`src/rtl/cpu_bus_interface_pkg.sv`:
```
// Shared types for the 6502 memory-side bus endpoint.
package cpu_pkg;
  typedef enum logic [1:0] {IDLE, REQ, DONE} bus_state_t;
  localparam logic [7:0] OPEN_BUS_DEFAULT = 8'hFF;
endpackage

```
`src/rtl/cpu_bus_interface_if.sv`:
```
// Memory port between the CPU bus endpoint (master) and the system bus (slave).
interface cpu_bus_interface_if;
  logic [15:0] mem_addr;
  logic [7:0]  mem_wdata;
  logic        mem_we;
  logic        mem_req;
  logic        mem_ack;
  logic [7:0]  mem_rdata;
  logic        mem_open;

  modport master (output mem_addr, mem_wdata, mem_we, mem_req,
                  input  mem_ack, mem_rdata, mem_open);
  modport slave  (input  mem_addr, mem_wdata, mem_we, mem_req,
                  output mem_ack, mem_rdata, mem_open);
endinterface

```
`src/rtl/cpu_bus_interface.sv`:
```
// 6502 DB endpoint: ABL/ABH/DOR/DL registers plus a one-access-per-cycle req/ack FSM.
// Optional macro CPU_OPEN_BUS_EN: open-bus/timeout reads return the last bus value.
module cpu_bus_interface
  import cpu_pkg::*;
#(
  parameter int WAIT_MAX = 16,
  parameter int CNT_W    = 5
) (
  input  logic        clk,
  input  logic        reset,
  input  logic        cycle_start,
  input  logic        rw,
  input  logic        ADL_ABL,
  input  logic [7:0]  ADL,
  input  logic        ADH_ABH,
  input  logic [7:0]  ADH,
  input  logic        DB_DOR,
  input  logic [7:0]  DB,
  output logic [7:0]  Input_Data_Latch_Out,
  output logic        ready,
  output logic        overrun,
  cpu_bus_interface_if.master bus
);

  localparam logic [CNT_W-1:0] CNT_LAST = CNT_W'(WAIT_MAX - 1);

  bus_state_t       r_state;
  logic [7:0]       r_abl, r_abh, r_dor, r_dl;
  logic             r_rw, r_req, r_we, r_ready, r_overrun;
  logic [CNT_W-1:0] r_cnt;

  logic       w_launch, w_tmo, w_done;
  logic [7:0] w_rd_val;

  assign w_launch = cycle_start && (r_state != REQ);
  assign w_tmo    = (r_state == REQ) && !bus.mem_ack && (r_cnt == CNT_LAST);
  assign w_done   = (r_state == REQ) && (bus.mem_ack || w_tmo);

`ifdef CPU_OPEN_BUS_EN
  logic [7:0] r_last;

  assign w_rd_val = (w_tmo || bus.mem_open) ? r_last : bus.mem_rdata;

  // Last value seen on the external bus: real read data or what we drove.
  always_ff @(posedge clk) begin
    if (reset)
      r_last <= 8'h00;
    else if (w_done && !w_tmo && r_rw && !bus.mem_open)
      r_last <= bus.mem_rdata;
    else if (w_done && !r_rw)
      r_last <= r_dor;
  end
`else
  logic w_unused_open;
  assign w_unused_open = bus.mem_open;
  assign w_rd_val      = w_tmo ? OPEN_BUS_DEFAULT : bus.mem_rdata;
`endif

  // Address/data registers load whenever enabled, regardless of FSM state.
  always_ff @(posedge clk) begin
    if (reset) begin
      r_abl <= 8'h00;
      r_abh <= 8'h00;
      r_dor <= 8'h00;
    end else begin
      if (ADL_ABL) r_abl <= ADL;
      if (ADH_ABH) r_abh <= ADH;
      if (DB_DOR)  r_dor <= DB;
    end
  end

  always_ff @(posedge clk) begin
    if (reset) begin
      r_state   <= IDLE;
      r_rw      <= 1'b1;
      r_req     <= 1'b0;
      r_we      <= 1'b0;
      r_ready   <= 1'b1;
      r_overrun <= 1'b0;
      r_cnt     <= '0;
      r_dl      <= 8'h00;
    end else if (w_launch) begin
      r_state <= REQ;
      r_rw    <= rw;
      r_we    <= ~rw;
      r_req   <= 1'b1;
      r_ready <= 1'b0;
      r_cnt   <= '0;
    end else begin
      case (r_state)
        REQ: begin
          if (cycle_start) r_overrun <= 1'b1;
          if (w_done) begin
            r_state <= DONE;
            r_req   <= 1'b0;
            r_we    <= 1'b0;
            r_ready <= 1'b1;
            if (r_rw) r_dl <= w_rd_val;
          end else if (r_cnt != CNT_LAST) begin
            r_cnt <= r_cnt + 1'b1;
          end
        end
        DONE:    r_state <= IDLE;
        default: r_state <= IDLE;
      endcase
    end
  end

  assign bus.mem_addr          = {r_abh, r_abl};
  assign bus.mem_wdata         = r_dor;
  assign bus.mem_we            = r_we;
  assign bus.mem_req           = r_req;
  assign Input_Data_Latch_Out  = r_dl;
  assign ready                 = r_ready;
  assign overrun               = r_overrun;

endmodule

```
`src/flat_wrapper.sv`:
```
// flat-port wrapper written by rule: the top's interface ports become plain ports
module cpu_bus_interface_flat import cpu_pkg::*;
#(
  parameter int WAIT_MAX = 16,
  parameter int CNT_W    = 5
)
  (clk, reset, cycle_start, rw, ADL_ABL, ADL, ADH_ABH, ADH, DB_DOR, DB, Input_Data_Latch_Out, ready, overrun, bus_mem_addr, bus_mem_wdata, bus_mem_we, bus_mem_req, bus_mem_ack, bus_mem_rdata, bus_mem_open);
  cpu_bus_interface_if bus_i ();
  input  logic clk;
  input  logic reset;
  input  logic cycle_start;
  input  logic rw;
  input  logic ADL_ABL;
  input  logic [7:0] ADL;
  input  logic ADH_ABH;
  input  logic [7:0] ADH;
  input  logic DB_DOR;
  input  logic [7:0] DB;
  output logic [7:0] Input_Data_Latch_Out;
  output logic ready;
  output logic overrun;
  output wire logic [$bits(bus_i.mem_addr)-1:0] bus_mem_addr;
  output wire logic [$bits(bus_i.mem_wdata)-1:0] bus_mem_wdata;
  output wire logic [$bits(bus_i.mem_we)-1:0] bus_mem_we;
  output wire logic [$bits(bus_i.mem_req)-1:0] bus_mem_req;
  input wire logic [$bits(bus_i.mem_ack)-1:0] bus_mem_ack;
  input wire logic [$bits(bus_i.mem_rdata)-1:0] bus_mem_rdata;
  input wire logic [$bits(bus_i.mem_open)-1:0] bus_mem_open;
  assign bus_mem_addr = bus_i.mem_addr;
  assign bus_mem_wdata = bus_i.mem_wdata;
  assign bus_mem_we = bus_i.mem_we;
  assign bus_mem_req = bus_i.mem_req;
  assign bus_i.mem_ack = bus_mem_ack;
  assign bus_i.mem_rdata = bus_mem_rdata;
  assign bus_i.mem_open = bus_mem_open;
  cpu_bus_interface #(.WAIT_MAX(WAIT_MAX), .CNT_W(CNT_W)) u_core (.clk(clk), .reset(reset), .cycle_start(cycle_start), .rw(rw), .ADL_ABL(ADL_ABL), .ADL(ADL), .ADH_ABH(ADH_ABH), .ADH(ADH), .DB_DOR(DB_DOR), .DB(DB), .Input_Data_Latch_Out(Input_Data_Latch_Out), .ready(ready), .overrun(overrun), .bus(bus_i));
endmodule
```
`config.mk`:
```
export PLATFORM = sky130hd
export DESIGN_NAME = cpu_bus_interface_flat
export DESIGN_NICKNAME = d
export VERILOG_FILES = /design/src/rtl/cpu_bus_interface_pkg.sv /design/src/rtl/cpu_bus_interface_if.sv /design/src/rtl/cpu_bus_interface.sv /design/src/flat_wrapper.sv
export SDC_FILE = /design/constraint.sdc
export NUM_CORES = 1
export LEC_CHECK = 0
export CAP_MARGIN = 20
export CELL_PAD_IN_SITES_DETAIL_PLACEMENT = 1
export CELL_PAD_IN_SITES_GLOBAL_PLACEMENT = 2
export CORE_ASPECT_RATIO = 1.75
export CORE_MARGIN = 5
export CORE_UTILIZATION = 24
export DETAILED_ROUTE_END_ITERATION = 7
export PLACE_DENSITY_LB_ADDON = 0.08
export SYNTH_ARGS = -nofsm -noshare
export SYNTH_HDL_FRONTEND = slang
export SYNTH_SLANG_ARGS = --single-unit
export TNS_END_PERCENT = 100
```
`constraint.sdc`:
```
create_clock -name clk -period 4.5 [get_ports clk]
set_clock_uncertainty 0.1 [all_clocks]
set_input_delay 0.9 -clock clk [delete_from_list [all_inputs] [get_ports clk]]
set_output_delay 0.9 -clock clk [all_outputs]
set_load 0.01 [all_outputs]
```
==> out/qor.csv, run 1 <==
stage,metric,value,unit
status,run_status,"complete, no violations",
final_layout,layoutNonFillerInstCount,325,
final_layout,layout-drive-gt1-share,0.0370,
setup_path,r2r-start,u_core.r_cnt[0],
setup_path,criticalPathCategory,in -> reg,
final_layout,nNetsFinal,285,
setup_path,cp_cell_sequence,clkdlybuf4s50_1 -> or4b_1 -> or3_1 -> a21oi_1,
setup_path,register_to_register_setup_slack,2.24,ns
clock_tree,clock_tree.root_cell,sky130_fd_sc_hd__clkbuf_16,
routing,drt_drc_violations_left,0,
worst_hold_path,min_delay_worst_endpoint,u_core.Input_Data_Latch_Out[6],
setup_path,worst_ep_required_time,4.62,ns
final_layout,commonest_non_fill_non_tap_cells_in_the_layout,"sky130_fd_sc_hd__clkdlybuf4s50_1, sky130_fd_sc_hd__dfxtp_1, sky130_fd_sc_hd__nor2_1",
final_layout,area_growth,60.7,%
placed_design,numPlacedInstances,317,
routing,first_pass_iters,2,
synth,postSynth.topFlopCell,sky130_fd_sc_hd__dfxtp_1,
timing,finalSetupViolCount,0,
placed_design,placement.cell_area,0.00245,mm²
power_and_ir_drop,total_power,922,µW
placed_design,globalplace.congestion,0.682,
setup_path,worst-r2r-cell-count,6,
global_route,grt_first_pass_wirelength,7.60,mm
routing,finalWirelength,4.47,mm
timing,max_slew_violations,0,
worst_hold_path,min-delay-path-class,reg -> reg,
timing,finalHoldViolations,0,
global_route,largest_net_degree_at_the_start_of_global_routing,18,
routing,drtAntennaViolNets,0,
clock_tree,ctsHoldBuffers,0,
synth,syn-mean-instance-area,9.72,µm²
synth,synthArstFlopShare,0,
clock_tree,cts-root-to-sink-buffers,2,
final_layout,layout.cells.most_common,sky130_fd_sc_hd__clkdlybuf4s50_1,
placed_design,place.detailed.hpwl,3.41,mm
clock_tree,postCtsSetupBuffers,0,
clock_tree,cts_tree,built,
power_and_ir_drop,power_density,356,mW/mm²
synth,synth.ff_latch_count,44,
die,placeableCoreArea,0.00654,mm²
power_and_ir_drop,p_leak,1.02,nW
final_layout,antennaDiodeCount,0,
global_route,antenna_found_initial,0,
timing,timing.final.ws_setup,2.13,ns
clock_tree,cts_sinks,44,
routing,vias,1447,
placed_design,dpl_ws,1.80,ns
die,floorplan.rows,39,
synth,synthesis.instances,166,
clock_tree,worst_skew_pair.late_latency,0.28,ns
setup_path,cp-end-kind,register,
die,ioPinCount,77,
timing,grt_setup_unrepaired,false,
synth,synth_edf_count,0,
timing,post-route-period-util,0.527,
setup_path,worst_path_max_delay_cell,sky130_fd_sc_hd__or4b_1,
synth,synth_cell_types,27,
clock_tree,tritoncts.num_buffers,5,
timing,timing.hold.ws,0.345,ns
final_layout,finalCoreUtilization,0.397,
clock_tree,htree_levels,2,
setup_path,worst_r2r_endpoint,u_core.r_cnt[3],
global_route,global_route_usage_over_all_layers,0.114,
routing,drt_iter0_markers,54,
timing,worst_pin_slew,0.738,ns
synth,synth_seq_area_share,0.546,
setup_path,slowest_delay,0.61,ns
setup_path,critPathLaunchType,input pin,
routing,avgRoutedWirePerCell,13.7,µm
global_route,global_route.overflow_total,0,
timing,worst_slew_margin_rel,0.501,
die,floorplan.initialDensity,0.247,
run,cap_violations,0,
worst_hold_path,whs_path_depth,2,
clock_tree,clk_pin_slew_worst_paths,0.06,ns
power_and_ir_drop,vdd.ir_drop.worst,0.155,mV
clock_tree,cts.repair.resized,0,
final_layout,fin_area,0.00259,mm²
die,chipWidth,72.0,µm
synth,synth.cell_area,0.00161,mm²
timing,setup_tns,0,ns
worst_hold_path,worst_hold_startpoint,u_core.Input_Data_Latch_Out[6],
synth,mappedNetlistNets,209,
setup_path,crit_path_max_fanout,7,
setup_path,worstPathArrival,2.49,ns
die,fp.dieH,118,µm
synth,synth_warnings,0,
placed_design,port-buffer-count,75,
die,die-area,0.00853,mm²
global_route,grt_pass1_vias,1539,
routing,route.detailed.vias_per_inst,4.45,
timing,time_the_worst_path_needs_with_i_o_delays_and_setup,2.37,ns
timing,max_clock_freq,422,MHz
[worst max-delay path: cells and delay by family]
kind	cells	cell delay, ns
buf+inv	1	0.46
compound gates	1	0.13
simple gates	2	1.00
[metal layers]
layer,vias to the layer above,global-route usage,share of wire
met1,677,0.122,0.40
met3,8,0.0357,0.076
met2,50,0.198,0.50
li1,712,-,-
met4,0,0.0565,0.023
met5,-,0,0
[power by group]
part	switching [mW]	total, mW	internal (mW)
Clock	0.141	0.363	0.221
Combinational	0.0536	0.137	0.0831
Sequential	0.0111	0.423	0.412
[area by class of cell]
class | count | area [µm²]
fill | 772 | 3950
sequential | 44 | 881
timing repair buffer | 76 | 758
multi-input combinational | 104 | 664
clock buffer | 8 | 146
tap | 82 | 103
inverter | 11 | 41.3
[registers in the layout, indices dropped and copies added (netlist names), 2 cells and up]
name	flops
u_core.Input_Data_Latch_Out	8
u_core.r_state	2
u_core.r_cnt	5
u_core.r_abl	8
u_core.bus.mem_wdata	8
u_core.r_abh	8
[cell families (layout without fill, tap and decap cells)]
logic type / Yosys count / after routing / share of synthesized area
simple gates: 45 / 45 / 0.131
flops: 44 / 44 / 0.546
compound gates: 32 / 32 / 0.111
mux: 24 / 24 / 0.149
buf+inv: 18 / 95 / 0.0426
fa+ha+maj: 2 / 2 / 0.0155
xor+xnor: 1 / 1 / 0.00543
[worst max-delay path by stage]
stage                                from               to  slack [ns]  cells past startpoint
after floorplan           u_core.r_cnt[0]  u_core.r_cnt[3]        2.37                      7
after global placement              reset  u_core.r_cnt[4]        1.79                      4
final                         bus_mem_ack  u_core.r_cnt[3]        2.13                      4
after detailed placement            reset  u_core.r_cnt[4]        1.80                      4
after global routing                reset  u_core.r_cnt[4]        2.03                      4
after CTS                           reset  u_core.r_cnt[4]        2.10                      4
[cell usage after synthesis (all sizes together), types with 2 or more instances]
cell type / count / area (µm²)
dfxtp: 44 / 881
o21ai: 13 / 65.1
nor2: 29 / 109
ha: 2 / 25.0
mux2i: 24 / 240
nand2: 3 / 11.3
clkbuf: 6 / 22.5
a21oi: 14 / 70.1
and3: 2 / 12.5
or3: 2 / 12.5
inv: 11 / 41.3
No activity file was read; power rests on OpenSTA's default activity.
==> inputs of run 2 (changes only) <==
--- a/config.mk
+++ b/config.mk
@@ -10,7 +10,7 @@
 export CELL_PAD_IN_SITES_GLOBAL_PLACEMENT = 2
 export CORE_ASPECT_RATIO = 1.75
 export CORE_MARGIN = 5
-export CORE_UTILIZATION = 24
+export CORE_UTILIZATION = 23
 export DETAILED_ROUTE_END_ITERATION = 7
 export PLACE_DENSITY_LB_ADDON = 0.08
 export SYNTH_ARGS = -nofsm -noshare
==> constraint.sdc (replaced) <==
create_clock -name clk -period 2.35 [get_ports clk]
set_clock_uncertainty 0.1 [all_clocks]
set_input_delay 0.47 -clock clk [delete_from_list [all_inputs] [get_ports clk]]
set_output_delay 0.47 -clock clk [all_outputs]
set_load 0.01 [all_outputs]
==> out/qor.csv, run 2 (same netlist as run 1, synthesis figures left out) <==
stage,metric,value,unit
placed_design,dpl_ws,0.119,ns
setup_path,r2r-start,u_core.r_cnt[0],
final_layout,antennaDiodeCount,0,
worst_hold_path,min_delay_worst_endpoint,u_core.Input_Data_Latch_Out[0],
timing,finalSetupViolCount,0,
routing,drt_drc_violations_left,0,
global_route,antenna_found_initial,0,
timing,max_slew_violations,0,
global_route,largest_net_degree_at_the_start_of_global_routing,15,
placed_design,numPlacedInstances,324,
run,cap_violations,0,
placed_design,placement.cell_area,0.00249,mm²
routing,route.detailed.vias_per_inst,4.34,
power_and_ir_drop,total_power,1.78,mW
global_route,global_route.overflow_total,0,
setup_path,worst-r2r-cell-count,6,
routing,drtAntennaViolNets,0,
worst_hold_path,worst_hold_startpoint,u_core.Input_Data_Latch_Out[0],
die,fp.dieH,121,µm
setup_path,critPathLaunchType,register,
placed_design,port-buffer-count,75,
final_layout,layout-drive-gt1-share,0.0565,
clock_tree,worst_skew_pair.late_latency,0.28,ns
die,floorplan.initialDensity,0.235,
clock_tree,clock_tree.root_cell,sky130_fd_sc_hd__clkbuf_16,
clock_tree,cts-root-to-sink-buffers,2,
setup_path,worstPathArrival,2.35,ns
clock_tree,htree_levels,2,
power_and_ir_drop,power_density,675,mW/mm²
final_layout,fin_area,0.00263,mm²
clock_tree,postCtsSetupBuffers,0,
setup_path,register_to_register_setup_slack,0.11,ns
die,ioPinCount,77,
worst_hold_path,whs_path_depth,2,
die,placeableCoreArea,0.00686,mm²
placed_design,place.detailed.hpwl,3.75,mm
placed_design,globalplace.congestion,0.689,
timing,post-route-period-util,0.953,
routing,drt_iter0_markers,50,
worst_hold_path,min-delay-path-class,reg -> reg,
clock_tree,clk_pin_slew_worst_paths,0.06,ns
timing,worst_slew_margin_rel,0.668,
setup_path,worst_r2r_endpoint,u_core.r_cnt[3],
timing,time_the_worst_path_needs_with_i_o_delays_and_setup,2.24,ns
setup_path,criticalPathCategory,reg -> reg,
power_and_ir_drop,vdd.ir_drop.worst,0.291,mV
routing,avgRoutedWirePerCell,14.5,µm
final_layout,nNetsFinal,290,
status,run_status,"complete, no violations",
clock_tree,cts_sinks,44,
final_layout,commonest_non_fill_non_tap_cells_in_the_layout,"sky130_fd_sc_hd__clkdlybuf4s50_1, sky130_fd_sc_hd__dfxtp_1, sky130_fd_sc_hd__nor2_1",
timing,setup_tns,0,ns
global_route,global_route_usage_over_all_layers,0.112,
timing,timing.final.ws_setup,0.111,ns
final_layout,area_growth,63.2,%
setup_path,crit_path_max_fanout,5,
clock_tree,ctsHoldBuffers,0,
routing,finalWirelength,4.83,mm
die,chipWidth,73.3,µm
clock_tree,cts_tree,built,
final_layout,layout.cells.most_common,sky130_fd_sc_hd__clkdlybuf4s50_1,
global_route,grt_pass1_vias,1624,
clock_tree,tritoncts.num_buffers,5,
timing,max_clock_freq,447,MHz
timing,timing.hold.ws,0.346,ns
timing,worst_pin_slew,0.497,ns
clock_tree,cts.repair.resized,0,
final_layout,layoutNonFillerInstCount,332,
global_route,grt_first_pass_wirelength,7.65,mm
setup_path,worst_ep_required_time,2.46,ns
routing,vias,1441,
setup_path,cp-end-kind,register,
die,die-area,0.00886,mm²
final_layout,finalCoreUtilization,0.384,
timing,finalHoldViolations,0,
timing,grt_setup_unrepaired,false,
power_and_ir_drop,p_leak,1.05,nW
routing,first_pass_iters,2,
die,floorplan.rows,40,
-- run 2: cell types whose count changed in the layout (fill, tap and decap cells not counted) --
cell / previous run / this run
sky130_fd_sc_hd__buf_4: 1 / 6
-- run 2: layout make-up --
class	instances	area, µm²
Sequential cell	44	881
Inverter	11	41.3
Multi-Input combinational cell	104	664
Fill cell	796	4220
Tap cell	84	105
Timing Repair Buffer	81	796
Clock buffer	8	146
-- run 2: worst max path at each step --
| stage | startpoint | to | depth (start not counted) |
|---|---|---|---|
| 4_1_cts | u_core.r_cnt[0] | u_core.r_cnt[3] | 6 |
| 5_1_grt | u_core.r_cnt[0] | u_core.r_cnt[3] | 6 |
| 6_report | u_core.r_cnt[0] | u_core.r_cnt[3] | 6 |
| 2_1_floorplan | u_core.r_cnt[0] | u_core.r_cnt[3] | 7 |
| 3_3_place_gp | u_core.r_cnt[0] | u_core.r_cnt[3] | 6 |
| 3_5_place_dp | u_core.r_cnt[0] | u_core.r_cnt[3] | 6 |
-- run 2: critical path, cell delays in order, from the launching register on --
cell,delay (ns)
sky130_fd_sc_hd__dfxtp_1,0.34
sky130_fd_sc_hd__ha_1,0.23
sky130_fd_sc_hd__and3_1,0.21
sky130_fd_sc_hd__ha_1,0.22
sky130_fd_sc_hd__or4b_1,0.58
sky130_fd_sc_hd__or3_1,0.37
sky130_fd_sc_hd__a21oi_1,0.14
-- run 2: power breakdown --
part | switching [mW] | internal, mW
clock | 0.274 | 0.424
combinational | 0.105 | 0.165
sequential | 0.0219 | 0.788
-- run 2: per-layer routing --
layer / GRT usage / up-vias / share of wire
met5: 0 / - / 0
met2: 0.207 / 48 / 0.54
met3: 0.0258 / 4 / 0.073
met1: 0.116 / 670 / 0.37
li1: - / 719 / -
met4: 0.0465 / 0 / 0.014
